`config.mk`:
```
export PLATFORM = sky130hd
export DESIGN_NAME = kronos_csr_arb
export DESIGN_NICKNAME = d
export VERILOG_FILES = /design/src/rtl/kronos_csr_arb.sv
export SDC_FILE = /design/constraint.sdc
export NUM_CORES = 1
export LEC_CHECK = 0
export BUFFER_PORTS_ARGS = -buffer_cell sky130_fd_sc_hd__buf_2
export CAP_MARGIN = 20
export CORE_AREA = 2 2 114 116
export DETAILED_ROUTE_END_ITERATION = 7
export DIE_AREA = 0 0 116 118
export PLACE_DENSITY_LB_ADDON = 0.05
export SYNTH_ARGS = -nofsm -noshare
export SYNTH_HDL_FRONTEND = slang
export SYNTH_SLANG_ARGS = --single-unit
```
`constraint.sdc`:
```
create_clock -name clk -period 2.8 [get_ports clk]
set_clock_uncertainty 0.15 [all_clocks]
set_input_delay 0.28 -clock clk [delete_from_list [all_inputs] [get_ports clk]]
set_output_delay 0.28 -clock clk [all_outputs]
set_load 0.05 [all_outputs]
```
`src/rtl/kronos_csr_arb.sv`:
```
// kronos_csr_arb: round-robin arbiter sequencing core/debug read-modify-write access to one CSR file
// Ports: clk/rst (sync, active-high); core_* and dbg_* requesters (vld/addr/op/wdata/wen in,
// rdy/rdata/err out); csr_* port to the register block (addr, rd_req, rd_vld, rd_data, wr_en, wr_data).
module kronos_csr_arb #(
    parameter int unsigned TIMEOUT = 16
) (
    input  logic        clk,
    input  logic        rst,
    input  logic        core_vld_i,
    output logic        core_rdy_o,
    input  logic [11:0] core_addr_i,
    input  logic [1:0]  core_op_i,
    input  logic [31:0] core_wdata_i,
    input  logic        core_wen_i,
    output logic [31:0] core_rdata_o,
    output logic        core_err_o,
    input  logic        dbg_vld_i,
    output logic        dbg_rdy_o,
    input  logic [11:0] dbg_addr_i,
    input  logic [1:0]  dbg_op_i,
    input  logic [31:0] dbg_wdata_i,
    input  logic        dbg_wen_i,
    output logic [31:0] dbg_rdata_o,
    output logic        dbg_err_o,
    output logic [11:0] csr_addr_o,
    output logic        csr_rd_req_o,
    input  logic        csr_rd_vld_i,
    input  logic [31:0] csr_rd_data_i,
    output logic        csr_wr_en_o,
    output logic [31:0] csr_wr_data_o
);
    localparam int CW = TIMEOUT > 0 ? $clog2(TIMEOUT + 1) : 1;
    localparam logic [CW-1:0] CNT_LAST = CW'(TIMEOUT == 0 ? 0 : TIMEOUT - 1);
    localparam logic [CW-1:0] CNT_MAX = {CW{1'b1}};
    typedef enum logic [1:0] {IDLE, READ, WRITE, RESP} state_t;
    state_t        state_q;
    logic          last_dbg_q, gnt_dbg_q, wen_q, err_q, rd_req_q, wr_en_q, core_rdy_q, dbg_rdy_q;
    logic [1:0]    op_q;
    logic [11:0]   addr_q;
    logic [31:0]   wdata_q, rdata_q, wr_data_q;
    logic [CW-1:0] cnt_q;
    logic          gnt_dbg_d, do_wr_d, timeout_d;
    logic [31:0]   wr_data_d;
    // on a tie the side that did not win last time gets the grant
    always_comb begin
        gnt_dbg_d = dbg_vld_i & (~core_vld_i | ~last_dbg_q);
        do_wr_d   = wen_q & (op_q != 2'b00);
        timeout_d = (TIMEOUT != 0) && (cnt_q == CNT_LAST);
        wr_data_d = op_q == 2'b01 ? wdata_q :
                    op_q == 2'b10 ? (csr_rd_data_i | wdata_q) : (csr_rd_data_i & ~wdata_q);
    end
    always_ff @(posedge clk) begin
        if (rst) begin
            state_q    <= IDLE;
            last_dbg_q <= 1'b1;
            gnt_dbg_q  <= 1'b0;
            op_q       <= 2'b00;
            wen_q      <= 1'b0;
            addr_q     <= '0;
            wdata_q    <= '0;
            rdata_q    <= '0;
            err_q      <= 1'b0;
            cnt_q      <= '0;
            rd_req_q   <= 1'b0;
            wr_en_q    <= 1'b0;
            wr_data_q  <= '0;
            core_rdy_q <= 1'b0;
            dbg_rdy_q  <= 1'b0;
        end else begin
            case (state_q)
                IDLE: begin
                    if (core_vld_i | dbg_vld_i) begin
                        gnt_dbg_q  <= gnt_dbg_d;
                        last_dbg_q <= gnt_dbg_d;
                        addr_q     <= gnt_dbg_d ? dbg_addr_i : core_addr_i;
                        op_q       <= gnt_dbg_d ? dbg_op_i : core_op_i;
                        wdata_q    <= gnt_dbg_d ? dbg_wdata_i : core_wdata_i;
                        wen_q      <= gnt_dbg_d ? dbg_wen_i : core_wen_i;
                        err_q      <= 1'b0;
                        cnt_q      <= '0;
                        rd_req_q   <= 1'b1;
                        state_q    <= READ;
                    end
                end
                READ: begin
                    // read data arriving on the timeout cycle still counts as a good read
                    if (csr_rd_vld_i) begin
                        rdata_q  <= csr_rd_data_i;
                        rd_req_q <= 1'b0;
                        if (do_wr_d) begin
                            wr_en_q   <= 1'b1;
                            wr_data_q <= wr_data_d;
                            state_q   <= WRITE;
                        end else begin
                            core_rdy_q <= ~gnt_dbg_q;
                            dbg_rdy_q  <= gnt_dbg_q;
                            state_q    <= RESP;
                        end
                    end else if (timeout_d) begin
                        err_q      <= 1'b1;
                        rd_req_q   <= 1'b0;
                        core_rdy_q <= ~gnt_dbg_q;
                        dbg_rdy_q  <= gnt_dbg_q;
                        state_q    <= RESP;
                    end else begin
                        cnt_q <= cnt_q == CNT_MAX ? cnt_q : cnt_q + 1'b1;
                    end
                end
                WRITE: begin
                    wr_en_q    <= 1'b0;
                    core_rdy_q <= ~gnt_dbg_q;
                    dbg_rdy_q  <= gnt_dbg_q;
                    state_q    <= RESP;
                end
                default: begin
                    core_rdy_q <= 1'b0;
                    dbg_rdy_q  <= 1'b0;
                    state_q    <= IDLE;
                end
            endcase
        end
    end
    assign core_rdy_o    = core_rdy_q;
    assign dbg_rdy_o     = dbg_rdy_q;
    assign core_rdata_o  = rdata_q;
    assign dbg_rdata_o   = rdata_q;
    assign core_err_o    = err_q;
    assign dbg_err_o     = err_q;
    assign csr_addr_o    = addr_q;
    assign csr_rd_req_o  = rd_req_q;
    assign csr_wr_en_o   = wr_en_q;
    assign csr_wr_data_o = wr_data_q;
endmodule

```
Yosys cells after proc, flatten, opt, wreduce, memory -nomap -nowiden
Cells that the tools add are included.
W data, S select, Z words.
{"block": "word_totals", "register_bits": 125, "out_inout_bits": 114}
{"block": "op_classes", "bitwise_logic": 11, "muxes": 35, "n_reduce_logical": 13, "n_addsub": 1, "n_eq_ne": 15}
{"operator": "$mux W32", "count": 3}
{"operator": "$and A32 B32 Y32", "count": 1}
{"operator": "$not A32 Y32", "count": 1}
{"operator": "$or A32 B32 Y32", "count": 1}
{"operator": "$mux W5", "count": 4}
{"operator": "$mux W1", "count": 16}
{"operator": "$ne A2 B2 Y1 const B", "count": 7}
{"operator": "$mux W12", "count": 1}
{"operator": "$reduce_and A3 Y1", "count": 4}
{"operator": "$pmux W5 S2", "count": 1}
{"operator": "$mux W2", "count": 4}
{"operator": "$ne A3 B3 Y1 const B", "count": 2}
{"operator": "$pmux W1 S2", "count": 3}
{"operator": "$pmux W1 S3", "count": 2}
{"operator": "$pmux W2 S3", "count": 1}
{"operator": "$reduce_and A2 Y1", "count": 3}
{"operator": "$reduce_bool A2 Y1", "count": 3}
{"operator": "$add A5 B1 Y5 const B", "count": 1}
{"operator": "$eq A5 B4 Y1 const B", "count": 1}
{"operator": "$eq A5 B5 Y1 const B", "count": 1}
{"operator": "$reduce_and A5 Y1", "count": 1}
{"operator": "$eq A2 B1 Y1 const B", "count": 2}
{"operator": "$eq A2 B2 Y1 const B", "count": 2}
{"operator": "$not A1 Y1", "count": 4}
{"operator": "4 further kinds", "count": 6}

Logic depth before layout (Yosys ltp)
{"block": "depth", "word_depth": 5, "depth_mapped": 9, "depth_no_buf": 7}

Worst setup path after synthesis
No wires, ideal clock.
{"block": "synth_timing", "kind": "register to register", "from": "register cnt_q[0]", "to": "register cnt_q[4]", "setup_time_ns": 0.085, "arrival_ns": 1.763, "path_stages_with_launch": 8, "synth_period_minus_slack_ns": 1.997, "path_slack_ns": 0.803, "required_ns": 2.565, "path_buffers": 0, "cell_sequence": "dfxtp_1 ha_1 and3_1 ha_1 o21ai_0 nand4_2 or4_1 o31ai_2"}
{"block": "synth_between", "elab_chain_len": 5}
{"element": "from (decl)", "line": "41", "source": "logic [CW-1:0] cnt_q;"}
{"element": "from (signal assigned)", "line": "106", "source": "cnt_q <= cnt_q == CNT_MAX ? cnt_q : cnt_q + 1'b1;"}
{"element": "$add A5 B1 Y5", "line": "106"}
{"element": "$mux W5", "line": "106"}
{"element": "$mux W5", "line": "99", "source": "end else if (timeout_d) begin"}
{"element": "$mux W5", "line": "87", "source": "if (csr_rd_vld_i) begin"}
{"element": "$pmux W5 S2", "line": "70", "source": "case (state_q)"}
Several ways; a longest one is shown, not always the timed one. The select of a mux whose other input is x is not followed.
A chain may end at the register's enable or synchronous reset.

Worst setup path after layout
Ends and elaborated chain as after synthesis.

==> results.md <==
- Status: finished clean
- CP peak stage delay: 0.47 ns
- Die W: 116 um
- R2r worst-path depth: 7
- Standard-cell row count: 41
- Average wire per standard cell: 15.4 um
- Crit-path slowest cell: or4_1
- NetSw: 3.22 mW
- Worst setup SP type: register
- RSZ-0062 raised after global routing: no
- Crit path to: cnt_q[4]$_SDFFE_PP0P_
- Logic gate share of total power: 41.5%
- Drt total wl: 16300 um
- Number of global-route vias before repair: 5442
- Initial Utilization: 48.1%
- CP arrival: 2.42 ns
- Min cycle time layout: 2.24 ns
- Initial antenna violation count: 0
- CTS max path bufs: 2
- Half-perimeter wire length after placement: 11000 um
- Sw Share: 42.5%
- Cts bufs inserted: 17
- Diodes inserted: 0
- Largest net degree at the start of global routing: 96
- Register area share after synthesis: 41.9%
- WHS: 0.0335 ns
- Seq cells post-synth: 125
- Largest cells by area after synthesis: dfxtp_1 (42%), mux2i_1 (8.0%), a211oi_2 (6.1%), a211oi_1 (5.9%), nor2_1 (5.3%)
- EDFF count, synth: 0
- Setup CP Type: reg -> reg
- Die area: 13700 sq um
- Layout cells sized above 1: 37.0%
- Post-Syn Instances: 661
- Final period util: 80.1%
- Setup Fix Bufs, Post-CTS: 0
- Vias post-DR: 5446
- Core area: 12400 sq um
- Worst r2r src: cnt_q[0]$_SDFFE_PP0P_
- Drt first pass iters: 4
- Finish-stage setup viols: 0
- Top cells by count, synth: dfxtp_1 (125), nor2_1 (85), nand2_1 (74)
- Cts repair resizes: 0
- CTS tree: built
- Post-synth top area cell: dfxtp_1
- First-pass GRT wire length: 26000 um
- GRT overflow: 0
- Height of the die: 118 um
- Count leader, synth: dfxtp_1
- P&R area growth vs syn: 31.8%
- Detail Route Antenna Nets: 0
- Final hold vios: 0
- Min-Delay Startpoint: rst
- CP endpoint kind: register
- Pre-CTS setup slack: 0.570 ns
- Leak: 3.48 nW
- Maximum vdd drop: 514 uV
- Residual DRC: 0
- Async SR Flop Fraction: 0%
- Flop pwr share: 33.3%
- Gpl congestion: 0.766
- Power Density: 963 nW/um^2
- Synth warn: 0
- Root Buffer: clkbuf_16
- Worst R2R Setup Slack: 0.56 ns
- Port buffer count: 244
- Sink Count: 125
- Relative slew slack: 28.9%
- Max Slew Vio Count: 0
- I/O pin count: 245
- Clock transition at path regs: 0.05 ns
- GRT Overall Usage: 24.0%
- Final Power: 7.58 mW
- Layout Cells excl Fill: 1060
- Max Cap Violations: 0
- Dpl cells: 1001
- Drt via density: 5.14
- Distinct cells, synth: 46
- CTS HTree Levels: 4
- Fin worst setup slack: 0.557 ns
- Most used DFF post-synth: dfxtp_1
- Internal: 4.36 mW
- Actual slew at the worst max-slew pin: 1.06 ns
- CP most frequent cell: ha_1
- CP required: 2.97 ns
- Setup crit start: cnt_q[0]$_SDFFE_PP0P_
- Clock power frac: 25.1%
- Post-synthesis instance area: 5970 sq um
- Skew-Pair Late Insertion Delay: 0.41 ns
- Max Fclk: 446 MHz
- Setup TNS Final: 0 ns
- Final nets: 1019
- Post-synth top area share: 41.9%
- Syn Area/Cell: 9.04 sq um
- Syn Nets: 799
- Hold crit path type: in -> reg
- CP Max Fanout: 6
- Critical R2R Capture: cnt_q[4]$_SDFFE_PP0P_
- CP cell instances: ha_1 > and3_1 > ha_1 > o21ai_0 > nand4_2 > or4_1 > o31ai_2
- Iteration-0 DRC Markers: 243
==> layer usage <==
metal	wire, um	track usage [%]
met1	6840	27.9
met2	8100	41.1
met3	1020	6.44
met4	337	9.90
met5	0	0
==> sequential cells by signal (all words and copies together) (netlist names), 2 cells and up <==
name           flops
csr_addr_o        12
op_q               2
csr_wr_data_o     32
cnt_q              5
state_q            2
wdata_q           32
core_rdata_o      32
==> cells in the final DEF, fill, tap and decap left out, types with 4 or more instances in the layout <==
master	count
buf_2	243
o211ai_1	7
nor3_2	11
dfxtp_1	125
nor3b_1	26
xnor2_1	7
nand2_1	74
dlygate4sd3_1	32
a211oi_1	47
nor3_1	16
clkbuf_1	4
a21oi_1	52
buf_4	10
a211oi_2	29
clkbuf_16	17
inv_1	5
nor2_1	85
ha_1	7
mux2i_1	48
==> power groups by stage <==
stage                     sequential (mW)  clock [mW]  combinational, mW
after global placement               2.54           0               3.05
after CTS                            2.52        1.94               3.17
after global routing                 2.58        2.02               3.41
final                                2.53        1.91               3.15
after detailed placement             2.55           0               3.12
after floorplan                      3.07           0               1.96
==> metrics by stage <==
stage	instance area (sq um)	utilization, %
floorplan	5970	-
global placement	7020	56.6
detailed placement	7020	56.6
CTS	7840	63.2
global route	7870	63.4
finish	7870	63.4
==> kinds of logic after synthesis <==
family	synth area share (%)
buffers and inverters	9.24
DFF	41.9
AOI/OAI and AO/OA	18.9
muxes	8.04
and+or+nand+nor	19.1
xor gates and xnor gates	1.30
adders and majority gates	1.47
==> worst min path at each step <==
stage                                     endpoint  slack [ns]  cells after the start
finish                core_rdata_o[6]$_SDFFE_PP0P_        0.03                      2
global route          core_rdata_o[6]$_SDFFE_PP0P_        0.02                      2
floorplan             core_rdata_o[0]$_SDFFE_PP0P_        0.27                      2
CTS                       wdata_q[10]$_SDFFE_PP0P_        0.05                      3
global placement    csr_wr_data_o[25]$_SDFFE_PP0P_        0.29                      2
detailed placement  csr_wr_data_o[26]$_SDFFE_PP0P_        0.30                      2
==> timing repair <==
item,CTS,global route
endpoints found under the setup margin,0,0
endpoints found under the hold margin,32,0
hold buffers,32,0
==> worst max-delay path, delay by kind of cell, from the launching register on <==
kind / cells / cell delay, ns
simple gates: 3 / 0.88
fa+ha+maj: 2 / 0.43
flops: 1 / 0.33
compound gates: 2 / 0.37
==> area by class of cell <==
class	instances	area, sq um
repair buffers	288	1680
clock inverters	4	45.0
inverters	5	18.8
clock buffers	22	454
multi-input cells	444	2960
flip-flops and latches	125	2500
well taps	172	215
fillers	1066	4540
Note: power is estimated with default switching activity, not from simulation.
